==> config.mk <==
export PLATFORM = sky130hd
export DESIGN_NAME = mem_bus_arbiter
export DESIGN_NICKNAME = d
export VERILOG_FILES = /design/src/rtl/mem_bus_arbiter.sv
export SDC_FILE = /design/constraint.sdc
export NUM_CORES = 1
export LEC_CHECK = 0
export CORE_MARGIN = 2
export CORE_UTILIZATION = 35
export CTS_CLUSTER_SIZE = 16
export DETAILED_ROUTE_END_ITERATION = 8
export PLACE_DENSITY_LB_ADDON = 0.25
export SKIP_CTS_REPAIR_TIMING = 1
export SLEW_MARGIN = 40
export SYNTH_ARGS = -nofsm -noshare
export SYNTH_HDL_FRONTEND = slang
export SYNTH_SLANG_ARGS = --single-unit
==> constraint.sdc <==
create_clock -name clk -period 1.9 [get_ports clk]
set_input_delay 0.19 -clock clk [delete_from_list [all_inputs] [get_ports clk]]
set_output_delay 0.19 -clock clk [all_outputs]
set_load 0.005 [all_outputs]
==> src/rtl/mem_bus_arbiter.sv <==
// mem_bus_arbiter: shares one memory_bus port between a CPU (port 0) and a
// DMA/blitter (port 1). Each access is latched at grant and sequenced
// IDLE -> ACCESS -> DONE. The owner gets a one-cycle ack. A watchdog aborts
// accesses that are stuck on bus_halt.
// Optional statistics counters are enabled by defining MEM_BUS_ARBITER_STATS_EN.
module mem_bus_arbiter #(
    parameter int ACCESS_CYCLES  = 2,
    parameter int TIMEOUT        = 4096,
    parameter int FIXED_PRIORITY = 0
) (
    input  logic        clk,
    input  logic        reset,
    input  logic        req_0,
    input  logic [23:0] address_0,
    input  logic [7:0]  data_in_0,
    input  logic        write_enable_0,
    output logic [7:0]  data_out_0,
    output logic        ack_0,
    output logic        error_0,
    input  logic        req_1,
    input  logic [23:0] address_1,
    input  logic [7:0]  data_in_1,
    input  logic        write_enable_1,
    output logic [7:0]  data_out_1,
    output logic        ack_1,
    output logic        error_1,
    output logic [23:0] address,
    output logic [7:0]  data_in,
    output logic        write_enable,
    output logic        bus_enable,
    input  logic [7:0]  bus_data_out,
    input  logic        bus_halt,
    output logic [1:0]  grant
`ifdef MEM_BUS_ARBITER_STATS_EN
    ,
    input  logic        stats_clear,
    output logic [15:0] grant_count_0,
    output logic [15:0] grant_count_1,
    output logic [15:0] halt_cycles,
    output logic [7:0]  timeouts
`endif
);

    localparam int CYC_W  = $clog2(ACCESS_CYCLES) + 1;
    localparam int HALT_W = $clog2(TIMEOUT) + 1;
    localparam logic [CYC_W-1:0]  CYC_LIM  = CYC_W'(ACCESS_CYCLES - 1);
    localparam logic [HALT_W-1:0] HALT_LIM = HALT_W'(TIMEOUT - 1);

    localparam logic [1:0] S_IDLE   = 2'd0;
    localparam logic [1:0] S_ACCESS = 2'd1;
    localparam logic [1:0] S_DONE   = 2'd2;

    logic [1:0]        r_state;
    logic              r_owner;       // 0 = port 0, 1 = port 1
    logic              r_last_grant;
    logic [CYC_W-1:0]  r_cyc_cnt;
    logic [HALT_W-1:0] r_halt_cnt;
    logic [23:0]       r_address;
    logic [7:0]        r_data_in;
    logic              r_write_enable;
    logic              r_bus_enable;
    logic [1:0]        r_grant;
    logic [7:0]        r_data_out_0;
    logic [7:0]        r_data_out_1;
    logic              r_ack_0;
    logic              r_ack_1;
    logic              r_error_0;
    logic              r_error_1;

    logic w_any_req;
    logic w_pick_1;
    logic w_done_ok;
    logic w_timeout;

    // Winner selection: port 1 wins when it is alone, or on a conflict when
    // round-robin is in use and port 0 was the last owner.
    always_comb begin
        w_any_req = req_0 | req_1;
        w_pick_1  = req_1 & (~req_0 | ((FIXED_PRIORITY == 0) & ~r_last_grant));
        w_done_ok = (r_cyc_cnt >= CYC_LIM) & ~bus_halt;
        w_timeout = bus_halt & (r_halt_cnt >= HALT_LIM);
    end

    // Access sequencer. All bus-facing outputs are registered and latched at grant.
    always_ff @(posedge clk) begin
        if (reset) begin
            r_state        <= S_IDLE;
            r_owner        <= 1'b0;
            r_last_grant   <= 1'b1;
            r_cyc_cnt      <= '0;
            r_halt_cnt     <= '0;
            r_address      <= '0;
            r_data_in      <= '0;
            r_write_enable <= 1'b0;
            r_bus_enable   <= 1'b0;
            r_grant        <= 2'b00;
            r_data_out_0   <= '0;
            r_data_out_1   <= '0;
            r_ack_0        <= 1'b0;
            r_ack_1        <= 1'b0;
            r_error_0      <= 1'b0;
            r_error_1      <= 1'b0;
        end else begin
            case (r_state)
                S_IDLE: begin
                    if (w_any_req) begin
                        r_owner        <= w_pick_1;
                        r_address      <= w_pick_1 ? address_1      : address_0;
                        r_data_in      <= w_pick_1 ? data_in_1      : data_in_0;
                        r_write_enable <= w_pick_1 ? write_enable_1 : write_enable_0;
                        r_grant        <= w_pick_1 ? 2'b10 : 2'b01;
                        r_bus_enable   <= 1'b1;
                        r_cyc_cnt      <= '0;
                        r_halt_cnt     <= '0;
                        r_state        <= S_ACCESS;
                    end
                end
                S_ACCESS: begin
                    if (r_cyc_cnt != '1)
                        r_cyc_cnt <= r_cyc_cnt + 1'b1;
                    if (bus_halt) begin
                        if (r_halt_cnt != '1)
                            r_halt_cnt <= r_halt_cnt + 1'b1;
                    end else begin
                        r_halt_cnt <= '0;
                    end
                    if (w_timeout || w_done_ok) begin
                        if (w_timeout) begin
                            if (r_owner) begin
                                r_data_out_1 <= 8'hFF;
                                r_error_1    <= 1'b1;
                            end else begin
                                r_data_out_0 <= 8'hFF;
                                r_error_0    <= 1'b1;
                            end
                        end else if (!r_write_enable) begin
                            if (r_owner) r_data_out_1 <= bus_data_out;
                            else         r_data_out_0 <= bus_data_out;
                        end
                        r_ack_0        <= ~r_owner;
                        r_ack_1        <= r_owner;
                        r_bus_enable   <= 1'b0;
                        r_write_enable <= 1'b0;
                        r_grant        <= 2'b00;
                        r_state        <= S_DONE;
                    end
                end
                S_DONE: begin
                    r_ack_0      <= 1'b0;
                    r_ack_1      <= 1'b0;
                    r_error_0    <= 1'b0;
                    r_error_1    <= 1'b0;
                    r_last_grant <= r_owner;
                    r_state      <= S_IDLE;
                end
                default: r_state <= S_IDLE;
            endcase
        end
    end

    assign address      = r_address;
    assign data_in      = r_data_in;
    assign write_enable = r_write_enable;
    assign bus_enable   = r_bus_enable;
    assign grant        = r_grant;
    assign data_out_0   = r_data_out_0;
    assign data_out_1   = r_data_out_1;
    assign ack_0        = r_ack_0;
    assign ack_1        = r_ack_1;
    assign error_0      = r_error_0;
    assign error_1      = r_error_1;

`ifdef MEM_BUS_ARBITER_STATS_EN
    logic [15:0] r_grant_count_0;
    logic [15:0] r_grant_count_1;
    logic [15:0] r_halt_cycles;
    logic [7:0]  r_timeouts;

    // Saturating statistics counters; a clear beats a same-cycle increment.
    always_ff @(posedge clk) begin
        if (reset || stats_clear) begin
            r_grant_count_0 <= '0;
            r_grant_count_1 <= '0;
            r_halt_cycles   <= '0;
            r_timeouts      <= '0;
        end else begin
            if (r_state == S_DONE && !r_owner && r_grant_count_0 != '1)
                r_grant_count_0 <= r_grant_count_0 + 1'b1;
            if (r_state == S_DONE && r_owner && r_grant_count_1 != '1)
                r_grant_count_1 <= r_grant_count_1 + 1'b1;
            if (r_state == S_ACCESS && bus_halt && r_halt_cycles != '1)
                r_halt_cycles <= r_halt_cycles + 1'b1;
            if (r_state == S_ACCESS && w_timeout && r_timeouts != '1)
                r_timeouts <= r_timeouts + 1'b1;
        end
    end

    assign grant_count_0 = r_grant_count_0;
    assign grant_count_1 = r_grant_count_1;
    assign halt_cycles   = r_halt_cycles;
    assign timeouts      = r_timeouts;
`endif

endmodule
==> flow_summary.ini, run 1 <==
[clocking]
clk_root_buffer_cell = sky130_fd_sc_hd__clkbuf_8
clkSinkCount = 75
clock_tree_from_tritoncts = built
cts.clk_slew.worst_paths_ps = 80
cts.htree.levels = 3
clk_latency_ps = 340
clock_tree.buffer_depth = 2
cts-buffers-inserted = 9

[drt]
route.detailed.vias_per_inst = 5.06
drt_first_pass_iters = 4
wirelength_per_cell_um = 14.1
route.vias.total = 3297
drtIter0Drc = 78
post-route-drc-count = 0
drtAntennaViolNets = 0
drt_wl_total_mm = 9.21

[pwr]
worst_vdd_drop_mv = 0.342
cellPowerDensity_nw_per_um2 = 750
power.static_leakage_nw = 1.95

[sta]
max_slew.worst_pin.slew_ps = 635
slew-limit-headroom_pct = 57.7
timing.fmax_mhz = 558
maxSlewViolCount = 0
finalSetupViolations = 0
hold_violations = 0
clock-skew-final_ps = 8.47
hold-worst-slack_ps = 361
final_period_minus_worst_setup_slack_ps = 1790
grt_setup_unrepaired = yes
final_min_period_over_clock_period_pct = 94.4

[yosys]
yosys_register_bits = 75
synth-main-ff-cell = sky130_fd_sc_hd__dfxtp_1
leading_cell_types_by_total_area_after_synthesis = sky130_fd_sc_hd__dfxtp_1 44%, sky130_fd_sc_hd__mux2i_1 9.9%, sky130_fd_sc_hd__a211oi_1 7.2%
avgSynthCellArea_um2 = 9.23
post_synthesis_sequential_area_ratio_pct = 43.9
synth_top_cell_by_area = sky130_fd_sc_hd__dfxtp_1
post_synth_inst_count = 371
synth_cell_type_count = 49
synth_area_um2 = 3420
synth.yosys.warnings = 0
asyncSetResetFlopFracSynth_pct = 0
synth_nets = 453
synth_edf_count = 0
synthDominantCellAreaShare_pct = 43.9

[die]
fp.dieH_um = 103
core_outline_area_um2 = 9640
num_io_pins = 135
floorplan.initialDensity_pct = 35.5
die_w_um = 103
die_area_um2 = 10600
row_count = 36

[worst_setup_path]
timing.critical_path.depth = 5
gate_family_responsible_for_the_most_delay_along_the_worst_path = compound AO/OA/AOI/OAI gates
crit_buf_inv = 1
timing.critical_path.from_type = flop
cpMaxStageDelayCell = sky130_fd_sc_hd__dfxtp_1
worst_setup_path_type = flop to flop
worstSetupStartpoint = r_halt_cnt[9]
crit-reg2reg-launch = r_halt_cnt[9]
critical-path-max-stage-delay_ps = 440
worstPathRequired_ps = 2150
worstPathCellList = nand3_1 > o41ai_4 > buf_4 > o2111ai_4 > a221oi_1
worstRegToRegCells = 5
timing.critical_path.arrival_ps = 2040
path_max_fanout = 8
setup.worst_path.end_class = flop

[cells_and_area]
seqCellArea_um2 = 1510
fraction_of_layout_instances_using_a_drive_strength_above_1_pct = 10.6
antenna_cells_inserted = 0
multi_input_comb_area_um2 = 1800
fin_nets = 595
instances_no_fill = 651
area_growth_syn_to_layout_pct = 54.2
final.fill_count = 915

[global_route]
grt_start_max_net_pins = 49
first_global_vias = 3152
grt_remaining_overflow = 0
grt_first_pass_wirelength_mm = 14.6
groute.usage.overall_pct = 17.7
grt_antenna_before_repair = 0

[placed_design]
port_buffers = 134
global_placer_s_final_weighted_congestion = 0.859
detailed_place_hpwl_mm = 7.03
placedCellCount = 635

[worst_hold_path]
hold_path_depth = 2
holdCritStartpoint = reset
worstHoldPathType = input pin to flop

[job]
count_of_maximum_capacitance_violations = 0

[outcome]
outcome = completed
-- power breakdown --
| part | switching, mW | internal [mW] |
|---|---|---|
| combinational | 0.349 | 0.493 |
| clock | 0.596 | 0.775 |
| sequential | 0.0644 | 1.68 |
| total | 1.01 | 2.95 |
-- cell families (layout without fill, tap and decap cells) --
logic type / count (synthesis) / in the layout / synth area share [%]
AO/OA/AOI/OAI: 112 / 112 / 24.5
adder cells (fa/ha/maj): 3 / 3 / 1.10
buffers and inverters: 37 / 184 / 4.24
flip-flops: 75 / 75 / 43.9
multiplexers: 34 / 34 / 9.94
AND/OR/NAND/NOR: 110 / 110 / 16.4
-- stage by stage --
stage / util, % / setup slack (ps) / cell area, um2 / power (mW) / TNS, ps
2_1_floorplan: - / 72.3 / 3420 / 2.14 / 0
3_3_place_gp: 52.3 / 44.5 / 5040 / 2.62 / 0
3_5_place_dp: 52.3 / -59.9 / 5040 / 2.63 / -150
4_1_cts: 54.6 / 86.7 / 5270 / 4.01 / 0
5_1_grt: 54.8 / -5.21 / 5280 / 4.15 / -5.21
6_report: 54.8 / 107 / 5280 / 3.96 / 0
-- area by class of cell --
type / count / share of cell area, %
clock buffer: 10 / 2.61
clock inverter: 6 / 1.68
inverter: 12 / 0.853
multi-input combinational: 259 / 34.0
sequential: 75 / 28.5
tap: 133 / 3.15
timing repair buffer: 156 / 29.2
-- layer usage --
metal	GRT usage (%)	routed length, um
met2	29.7	4380
met5	0	0
met3	7.25	875
met4	6.07	124
met1	20.5	3820
-- registers in the layout (all words and copies together) (netlist names), 2 cells and up --
| name | cells |
|---|---|
| address | 24 |
| r_halt_cnt | 13 |
| data_in | 8 |
| data_out_0 | 8 |
| data_out_1 | 8 |
| grant | 2 |
| r_cyc_cnt | 2 |
| r_state | 2 |
-- final timing paths --
| path | endpoint | slack, ps |
|---|---|---|
| max | data_out_0[2] | 110 |
| min | r_state[1] | 360 |
| max reg2reg | data_out_0[2] | 110 |
| min reg2reg | error_1 | 460 |
-- layout by cell type, fill, tap and decap left out, drive strengths merged, types with 3 or more instances in the layout --
cell type / n
nand2b: 5
nand2: 15
nand4b: 4
a311oi: 8
a21oi: 21
o21a: 9
ha: 3
clkdlybuf4s50: 133
o21ai: 8
clkbuf: 10
and2: 5
nand3: 5
dfxtp: 75
o31ai: 3
nor2b: 5
a211oi: 33
inv: 12
nor4: 3
buf: 23
mux2i: 34
a221oi: 8
and3: 4
a41oi: 3
a31oi: 4
nor2: 53
-- cell usage after synthesis (all sizes together) (3+ instances only) --
| master | number |
|---|---|
| nor4 | 3 |
| and3 | 4 |
| ha | 3 |
| a221oi | 8 |
| dfxtp | 75 |
| clkbuf | 17 |
| nor2 | 53 |
| nand2 | 15 |
| nand4b | 4 |
| o31ai | 3 |
| a311oi | 8 |
| nand3 | 5 |
| inv | 12 |
| o21a | 9 |
| mux2i | 34 |
| nor2b | 5 |
| and2 | 5 |
| nand2b | 5 |
| a31oi | 4 |
| buf | 8 |
| a211oi | 33 |
| a41oi | 3 |
| o21ai | 8 |
| a21oi | 21 |
Power figures use the tool's default switching activity.
==> run 2: changes to the inputs <==
ABC_AREA = 1   (was not set)
==> run 2 against run 1 <==
- sequential power about the same
- synthesized area up 3.2%
- synthesized cell count grew 32%
- die area increased by 3.1%
- combinational power rose by 4.2%
- final cell count grew 16%
- sequential share of layout area shrank 0.22 points
- utilization is 0.37 points lower
- non-clock buffer count shrank 9
- largest cell class unchanged
==> flow_summary.ini, run 2 <==
[sta]
timing.fmax_mhz = 586
maxSlewViolCount = 0
finalSetupViolations = 0
final_period_minus_worst_setup_slack_ps = 1710
grt_setup_unrepaired = no
slew-limit-headroom_pct = 59.1
hold_violations = 0
final_min_period_over_clock_period_pct = 89.8
clock-skew-final_ps = 8.64
setup_tns_ps = 0
max_slew.worst_pin.slew_ps = 612
postLayoutSetupSlackWorst_ps = 195

[cells_and_area]
area_growth_syn_to_layout_pct = 50.5
fin_nets = 701
multi_input_comb_area_um2 = 1790
largest_register_ffs = 24
fraction_of_layout_instances_using_a_drive_strength_above_1_pct = 9.94
seqCellArea_um2 = 1500
final_area_um2 = 5320
layout_commonest_cell = sky130_fd_sc_hd__nand2_1
antenna_cells_inserted = 0
instances_no_fill = 757
final.fill_count = 934
layout.cells.most_common_list = 136 x sky130_fd_sc_hd__nand2_1, 134 x sky130_fd_sc_hd__clkdlybuf4s50_1, 73 x sky130_fd_sc_hd__dfxtp_1

[placed_design]
preCtsSetupSlack_ps = 6.41
port_buffers = 134
global_placer_s_final_weighted_congestion = 0.894
placedInstanceArea_um2 = 5020
detailed_place_hpwl_mm = 7.40
placedCellCount = 740

[yosys]
leading_cell_types_by_total_area_after_synthesis = sky130_fd_sc_hd__dfxtp_1 43%, sky130_fd_sc_hd__nand2_1 14%, sky130_fd_sc_hd__a31oi_1 5.7%
synth_top_cell_by_area = sky130_fd_sc_hd__dfxtp_1
synth_nets = 572
synth.yosys.warnings = 0
post_synthesis_sequential_area_ratio_pct = 42.5
asyncSetResetFlopFracSynth_pct = 0
yosys_register_bits = 75
most_common_library_cells_after_synthesis = 136 x sky130_fd_sc_hd__nand2_1, 75 x sky130_fd_sc_hd__dfxtp_1, 37 x sky130_fd_sc_hd__nor2_1
most_common_cell_in_the_netlist = sky130_fd_sc_hd__nand2_1
avgSynthCellArea_um2 = 7.21
synth-main-ff-cell = sky130_fd_sc_hd__dfxtp_1
synth_area_um2 = 3530
post_synth_inst_count = 490
synth_cell_type_count = 34
synthDominantCellAreaShare_pct = 42.5
synth_edf_count = 0

[global_route]
grt_antenna_before_repair = 0
grt_first_pass_wirelength_mm = 17.0
grt_start_max_net_pins = 65
grt_remaining_overflow = 0
first_global_vias = 3643
groute.usage.overall_pct = 18.8

[drt]
drtIter0Drc = 207
wirelength_per_cell_um = 13.3
drtAntennaViolNets = 0
route.detailed.vias_per_inst = 5.01
drt_wl_total_mm = 10.1
route.vias.total = 3789
drt_first_pass_iters = 5
post-route-drc-count = 0

[clocking]
cts.clk_slew.worst_paths_ps = 80
clk_latency_ps = 340
clkSinkCount = 75
cts.htree.levels = 3
clk_root_buffer_cell = sky130_fd_sc_hd__clkbuf_8
clock_tree.buffer_depth = 2
cts-buffers-inserted = 9
clock_tree_from_tritoncts = built

[worst_setup_path]
timing.critical_path.from_type = flop
cpMaxStageDelayCell = sky130_fd_sc_hd__dfxtp_2
worst_setup_path_type = flop to flop
path_max_fanout = 10
worstPathCellList = ha_2 > nand2_2 > nor2_4 > nand2_1 > inv_2 > nand3_2 > o21ai_4 > nand2_4 > clkinv_4 > nand2_1 > a21oi_2
critical_path.most_common_cell = sky130_fd_sc_hd__nand2_1
setup.worst_path.end_class = flop
critical-path-max-stage-delay_ps = 360
timing.critical_path.arrival_ps = 1980
worstPathRequired_ps = 2180

[worst_hold_path]
worstHoldPathType = input pin to flop

[die]
core_outline_area_um2 = 9770
die_area_um2 = 10900
num_io_pins = 135
die_w_um = 104
floorplan.initialDensity_pct = 36.1
fp.dieH_um = 104
row_count = 36

[pwr]
cellPowerDensity_nw_per_um2 = 807
worst_vdd_drop_mv = 0.411
power.static_leakage_nw = 2.03

[job]
count_of_maximum_capacitance_violations = 0

[outcome]
outcome = completed
==> run 2: changes by cell type after synthesis, sizes merged, moves of 9 or more <==
cell / before / now
inv: 12 / 26
o21ai: 8 / 38
nand2: 15 / 139
a31oi: 4 / 32
nand4: 2 / 24
a211oi: 33 / 0
a21oi: 21 / 41
mux2i: 34 / 0
nor2: 53 / 44
o21a: 9 / 0
nand3: 5 / 22
==> run 2: final timing paths <==
kind / startpoint / end / slack, ps / cells after the start
min: address_0[15] / address[15] / 420 / 3
max reg2reg: r_halt_cnt[1] / r_halt_cnt[12] / 190 / 11
min reg2reg: error_1 / error_1 / 450 / 2
max: r_halt_cnt[1] / r_halt_cnt[12] / 190 / 11
==> run 2: critical path: cells and delay by family, from the launching register on <==
| family | cells | cell delay [ps] |
|---|---|---|
| AOI/OAI and AO/OA | 2 | 310 |
| DFF | 1 | 360 |
| adders and majority gates | 1 | 210 |
| and+or+nand+nor | 6 | 580 |
| buffers and inverters | 2 | 170 |
==> run 2: power by group <==
part	internal (mW)	total [mW]	switching [mW]
registers	1.69	1.76	0.0681
logic	0.464	0.877	0.413
clock network	1.08	1.65	0.575
total	3.23	4.29	1.06
==> run 2: per-layer routing <==
metal | track usage [%] | part of all wire (%) | up-vias
met2 | 30.5 | 45 | 158
li1 | - | - | 1923
met3 | 6.77 | 11 | 14
met4 | 6.56 | 1.6 | 0
met1 | 22.9 | 42 | 1694
met5 | 0 | 0 | -
==> run 2: cell type report <==
class                      count  share of cell area [%]
clock inverter                 4                    2.26
inverter                      29                    2.14
tap                          133                    3.13
timing repair buffer         147                    27.5
clock buffer                  12                    2.92
multi-input combinational    357                    33.7
sequential                    75                    28.3
==> run 2: cells by family after synthesis <==
group | share of synthesized area (%)
buf+inv | 7.05
xor+xnor | 0.248
simple gates | 29.4
compound gates | 19.7
fa+ha+maj | 1.06
flops | 42.5
==> run 2: through the flow <==
step,hold WS [ps],power (mW),util (%)
finish,416,4.29,54.4
global route,412,4.50,54.4
CTS,399,4.33,54.2
detailed placement,444,2.67,51.4
global placement,442,2.66,51.4
floorplan,351,2.17,-
